## config.mk

```make
export PLATFORM = sky130hd
export DESIGN_NAME = control_sequencer
export DESIGN_NICKNAME = d
export VERILOG_FILES = /design/src/rtl/cpu_pkg.sv /design/src/rtl/tstate_ring.sv /design/src/rtl/control_sequencer.sv
export SDC_FILE = /design/constraint.sdc
export NUM_CORES = 1
export LEC_CHECK = 0
export ABC_CLOCK_PERIOD_IN_PS = 3130
export CAP_MARGIN = 30
export CORE_ASPECT_RATIO = 1.1
export CORE_UTILIZATION = 40
export CTS_CLUSTER_SIZE = 28
export DETAILED_ROUTE_END_ITERATION = 16
export PLACE_DENSITY = 0.73
export SETUP_SLACK_MARGIN = 0.05
export SYNTH_ARGS = -nofsm -noshare
export SYNTH_HDL_FRONTEND = slang
export SYNTH_SLANG_ARGS = --single-unit
```

## constraint.sdc

```tcl
create_clock -name clk -period 3.13 [get_ports clk]
set_input_delay 0.313 -clock clk [delete_from_list [all_inputs] [get_ports clk]]
set_output_delay 0.313 -clock clk [all_outputs]
set_load 0.05 [all_outputs]
```

## src/rtl/cpu_pkg.sv

```systemverilog
// Shared definitions for the accumulator CPU: opcodes, sequencer states and
// control-word bit positions used by the sequencer, datapath and bench.
package cpu_pkg;

    localparam logic [3:0] OP_LDA = 4'h0;
    localparam logic [3:0] OP_ADD = 4'h1;
    localparam logic [3:0] OP_SUB = 4'h2;
    localparam logic [3:0] OP_JMP = 4'h3;
    localparam logic [3:0] OP_JZ  = 4'h4;
    localparam logic [3:0] OP_OUT = 4'hE;
    localparam logic [3:0] OP_HLT = 4'hF;

    typedef enum logic [2:0] {
        ST_IDLE = 3'd0,
        ST_T1   = 3'd1,
        ST_T2   = 3'd2,
        ST_T3   = 3'd3,
        ST_T4   = 3'd4,
        ST_T5   = 3'd5,
        ST_T6   = 3'd6,
        ST_HALT = 3'd7
    } state_e;

    localparam int CW_PC_IN   = 0;
    localparam int CW_PC_OUT  = 1;
    localparam int CW_PC_INC  = 2;
    localparam int CW_MAR_IN  = 3;
    localparam int CW_RAM_OUT = 4;
    localparam int CW_IR_IN   = 5;
    localparam int CW_IR_OUT  = 6;
    localparam int CW_A_IN    = 7;
    localparam int CW_A_OUT   = 8;
    localparam int CW_B_IN    = 9;
    localparam int CW_ALU_OUT = 10;
    localparam int CW_ALU_SUB = 11;
    localparam int CW_OUT_IN  = 12;
    localparam int CW_W       = 13;

    typedef logic [CW_W-1:0] ctrl_word_t;

endpackage

```

## src/rtl/tstate_ring.sv

```systemverilog
// T-state ring: state register, next-state logic and halt latch.
//
//  state   | meaning
//  --------+---------------------------------------------------
//  IDLE    | waiting for run
//  T1..T3  | fetch: PC->MAR, PC++, RAM->IR
//  T4..T6  | execute, opcode dependent
//  HALT    | HLT executed, held until reset
module tstate_ring
    import cpu_pkg::*;
(
    input  logic       clk,
    input  logic       rst_n,
    input  logic       run_i,
    input  logic [3:0] ir_opcode_i,
    output state_e     state_o,
    output logic       halted_o
);

    state_e state_q;
    logic   halted_q;

    // Advance one T-state per clock; HLT diverts to the absorbing HALT state.
    always_ff @(posedge clk or negedge rst_n) begin
        if (!rst_n) begin
            state_q  <= ST_IDLE;
            halted_q <= 1'b0;
        end else begin
            case (state_q)
                ST_IDLE: state_q <= run_i ? ST_T1 : ST_IDLE;
                ST_T1:   state_q <= ST_T2;
                ST_T2:   state_q <= ST_T3;
                ST_T3:   state_q <= ST_T4;
                ST_T4: begin
                    if (ir_opcode_i == OP_HLT) begin
                        state_q  <= ST_HALT;
                        halted_q <= 1'b1;
                    end else begin
                        state_q <= ST_T5;
                    end
                end
                ST_T5:   state_q <= ST_T6;
                ST_T6:   state_q <= run_i ? ST_T1 : ST_IDLE;
                ST_HALT: state_q <= ST_HALT;
                default: state_q <= ST_IDLE;
            endcase
        end
    end

    assign state_o  = state_q;
    assign halted_o = halted_q;

endmodule

```

## src/rtl/control_sequencer.sv

```systemverilog
// Microcoded control sequencer: decodes the T-state and opcode into the
// per-cycle control strobes and counts retired instructions.
module control_sequencer
    import cpu_pkg::*;
#(
    parameter int CNT_W = 8
) (
    input  logic             clk,
    input  logic             rst_n,
    input  logic             run,
    input  logic [3:0]       ir_opcode,
    input  logic             zero_flag,
    output logic             pc_in,
    output logic             pc_out,
    output logic             pc_inc,
    output logic             mar_in,
    output logic             ram_out,
    output logic             ir_in,
    output logic             ir_out,
    output logic             a_in,
    output logic             a_out,
    output logic             b_in,
    output logic             alu_out,
    output logic             alu_sub,
    output logic             out_in,
    output logic             halted,
    output logic [CNT_W-1:0] instr_count
);

    state_e           state;
    ctrl_word_t       cw;
    logic [CNT_W-1:0] count_q;

    tstate_ring u_ring (
        .clk         (clk),
        .rst_n       (rst_n),
        .run_i       (run),
        .ir_opcode_i (ir_opcode),
        .state_o     (state),
        .halted_o    (halted)
    );

    // Strobe decode; a single bus driver is selected per T-state/opcode pair.
    always_comb begin
        cw = '0;
        case (state)
            ST_T1: begin
                cw[CW_PC_OUT] = 1'b1;
                cw[CW_MAR_IN] = 1'b1;
            end
            ST_T2: cw[CW_PC_INC] = 1'b1;
            ST_T3: begin
                cw[CW_RAM_OUT] = 1'b1;
                cw[CW_IR_IN]   = 1'b1;
            end
            ST_T4: begin
                case (ir_opcode)
                    OP_LDA, OP_ADD, OP_SUB: begin
                        cw[CW_IR_OUT] = 1'b1;
                        cw[CW_MAR_IN] = 1'b1;
                    end
                    OP_JMP: begin
                        cw[CW_IR_OUT] = 1'b1;
                        cw[CW_PC_IN]  = 1'b1;
                    end
                    OP_JZ: begin
                        cw[CW_IR_OUT] = zero_flag;
                        cw[CW_PC_IN]  = zero_flag;
                    end
                    OP_OUT: begin
                        cw[CW_A_OUT]  = 1'b1;
                        cw[CW_OUT_IN] = 1'b1;
                    end
                    default: cw = '0;
                endcase
            end
            ST_T5: begin
                case (ir_opcode)
                    OP_LDA: begin
                        cw[CW_RAM_OUT] = 1'b1;
                        cw[CW_A_IN]    = 1'b1;
                    end
                    OP_ADD, OP_SUB: begin
                        cw[CW_RAM_OUT] = 1'b1;
                        cw[CW_B_IN]    = 1'b1;
                    end
                    default: cw = '0;
                endcase
            end
            ST_T6: begin
                if (ir_opcode == OP_ADD || ir_opcode == OP_SUB) begin
                    cw[CW_ALU_OUT] = 1'b1;
                    cw[CW_A_IN]    = 1'b1;
                    cw[CW_ALU_SUB] = (ir_opcode == OP_SUB);
                end
            end
            default: cw = '0;
        endcase
    end

    // Retire count bumps on every T6 exit, whichever state follows.
    always_ff @(posedge clk or negedge rst_n) begin
        if (!rst_n) begin
            count_q <= '0;
        end else if (state == ST_T6) begin
            count_q <= count_q + CNT_W'(1);
        end
    end

    assign pc_in       = cw[CW_PC_IN];
    assign pc_out      = cw[CW_PC_OUT];
    assign pc_inc      = cw[CW_PC_INC];
    assign mar_in      = cw[CW_MAR_IN];
    assign ram_out     = cw[CW_RAM_OUT];
    assign ir_in       = cw[CW_IR_IN];
    assign ir_out      = cw[CW_IR_OUT];
    assign a_in        = cw[CW_A_IN];
    assign a_out       = cw[CW_A_OUT];
    assign b_in        = cw[CW_B_IN];
    assign alu_out     = cw[CW_ALU_OUT];
    assign alu_sub     = cw[CW_ALU_SUB];
    assign out_in      = cw[CW_OUT_IN];
    assign instr_count = count_q;

endmodule

```

==> run metrics <==
outcome completed; PostCTS Resize Cnt 0; initial antenna violation count 0; Remaining DRCs 0; Worst R2R Path Depth 3; Worst Setup SP u_ring.state_o[0]$_DFF_PN0_; post-synth design cell area 742.0 um^2; Least-Margin Pin Slew 543.7 ps; Layout area overhead 42.50%; Starting Density 0.4492; Logic pwr share 0.592; CP bufs+invs 1; Critical Path Start Type flop; P_leak 0.4262 nW; Worst-path clk slew 70 ps; Worst R2R Setup Slack 1770 ps; Worst path slowest cell clkdlybuf4s50_1; first-pass detailed-route iteration total 4; Core Rows 15; Hold Crit Class in -> async; Mapped Nets 89; # fillers 160; Final Hold Fails 0; DP HPWL 1277 um; period utilization 0.8788; Clock power frac 0.093; dpl ws 453.1 ps; CTS tree built; Worst Setup End Kind primary output; gpl congestion 0.7705; setup ws final 379.4 ps; net count reported at finish 120; CTS H-tree depth 1; top cell type's share of synthesized area 0.4047; Layout Skew 3.721 ps; FF+latch count, synth 12; Sw Pwr 0.0005240 W; core area 1652 um^2; CP required 2820 ps; Chip Width 43.07 um; crit path DAT 2440 ps; YS warnings 0; maximum root-to-sink buffer count 2; DR vias/cell 5.437; share of cells above drive strength 1 0.06422; Die Footprint 2031 um^2; mean post-synth cell area 9.275 um^2; Initial DRC Count 7; n_diodes 0; fin crit period 2751 ps; f_max 363.6 MHz; FF+latch area 300.3 um^2; Critical Path Fanout Max 13; first-pass GRT wire length 2622 um; Pint 0.0004829 W; cell area power density 952.4 nW/um^2; drt total wl 1663 um; Cell variety after synth 29; Tot GR Track Use 0.1760; Setup crit end mar_in; sequential power share 0.315; TNS Setup 0 ps; Slew headroom 0.6364; Multi-input gate area 422.9 um^2; RR Endpoint instr_count[1]$_DFFE_PN0P_; worst vdd rail ir drop 0.0006110 V; Post-CTS Repair Setup Buffers 0; Post-CTS Hold Buffers 0; Post-synth EDFFs 0; post-synthesis sequential area ratio 0.4047; Critical Path, Cell by Cell nand2b_1, or4_1, a21oi_1, clkdlybuf4s50_1; Layout Cells excl Fill 126; largest area contributor in the netlist dfrtp_1; post-route design area 1057 um^2; Main synth FF type dfrtp_1; antenna viol nets, final 0; grt ovf 0; drt wl/cell 13.20 um; Top Ports 30; setup violators final 0; Max-cap violations 0; Post-Syn Instances 80; number of CTS-inserted buffers 3; fin. max-slew vios 0; clk_lat worst skew 270 ps; placed insts 123; clock root buffer clkbuf_4; Crit path depth 4; Worst R2R Start u_ring.state_o[1]$_DFF_PN0_; largest cells by area after synthesis dfrtp_1, nand2b_1, nor2_1; RSZ-0062 raised after global routing false; largest net degree at the start of global routing 14; clk sinks 12; PortBufs 29; Placed Area 1035 um^2; die height 47.17 um; via count 685; CP Class reg -> out; Crit path max-delay family buffers and inverters; Slowest Stage Delay on Critical Path 820 ps; vias in the first global route 600; FFs w/ async S/R, synth 1.000; Net Sw Frac 0.5204
worst register-to-register path: stages (launching register included):
cell     delay [ps]
dfrtp_1         600
and2b_1         210
nand2_1          90
mux2_1          340
layer usage:
layer | vias up | track usage | wire [um]
met4 | 0 | 0.1091 | 17
met2 | 18 | 0.2788 | 790
met5 | - | 0 | 0
li1 | 337 | - | -
met3 | 2 | 0.03462 | 70
met1 | 328 | 0.2245 | 784
area by class of cell:
class,instances,area share
repair buffers,29,0.2746
flip-flops and latches,12,0.2840
multi-input cells,65,0.4000
well taps,17,0.02012
clock buffers,3,0.02130
per-stage QoR:
step / hold WS (ps) / total power (W) / utilization
CTS: 408.3 / 0.001015 / 0.6402
global route: 449.2 / 0.001067 / 0.6402
detailed placement: 454.3 / 0.0009189 / 0.6265
finish: 394.8 / 0.001007 / 0.6402
floorplan: 17.41 / 0.0007411 / -
global placement: 448.7 / 0.0009088 / 0.6265
Yosys cell counts, drive strengths merged (2+ instances only):
cell type / instances
xnor2: 3
dfrtp: 12
nor2b: 2
mux2: 2
nor2: 10
nand2: 4
buf: 3
o21ai: 2
a2111oi: 2
nor3: 3
nand4: 3
xor2: 4
and2: 3
a21oi: 3
nand3: 6
nand2b: 9
and2b: 2
cell usage in the layout, fill, tap and decap left out, drive strengths merged:
cell type      instances
a2111oi                2
a21o                   1
a21oi                  3
a31oi                  1
and2                   3
and2b                  2
and3                   1
and4b                  1
clkbuf                 3
clkdlybuf4s50         29
dfrtp                 12
ha                     1
mux2                   2
nand2                  4
nand2b                 9
nand3                  6
nand4                  3
nor2                  10
nor2b                  2
nor3                   3
nor3b                  1
o21ai                  2
or4                    1
xnor2                  3
xor2                   4
power by group through the flow:
| stage | clock, W | sequential [W] | combinational (W) |
|---|---|---|---|
| 5_1_grt | 0.000103 | 0.000330 | 0.000634 |
| 2_1_floorplan | 0 | 0.000388 | 0.000354 |
| 4_1_cts | 0.0000973 | 0.000316 | 0.000602 |
| 3_5_place_dp | 0 | 0.000319 | 0.000600 |
| 6_report | 0.0000938 | 0.000317 | 0.000596 |
| 3_3_place_gp | 0 | 0.000314 | 0.000595 |
flip-flops by register name, summed over array words and instances, names as in the netlist, named ones only:
name and cells:
u_ring.state_o 2, u_ring.halted_o 1, instr_count 8
cell families after synthesis:
kind of cell,after synthesis,share of synthesized area
multiplexers,2,0.03035
adder cells (fa/ha/maj),1,0.01686
flip-flops,12,0.4047
AND/OR/NAND/NOR,46,0.3609
AO/OA/AOI/OAI,9,0.07758
buffers and inverters,3,0.02697
XOR/XNOR,7,0.08263
how the worst min path moves through the flow:
stage | startpoint | end
after floorplan | rst_n | asynchronous set/reset pin
after global placement | u_ring.halted_o$_DFFE_PN0P_ | u_ring.halted_o$_DFFE_PN0P_
after detailed placement | u_ring.halted_o$_DFFE_PN0P_ | u_ring.halted_o$_DFFE_PN0P_
after CTS | rst_n | instr_count[6]$_DFFE_PN0P_
after global routing | rst_n | asynchronous set/reset pin
final | rst_n | instr_count[4]$_DFFE_PN0P_
Power figures use the tool's default switching activity.
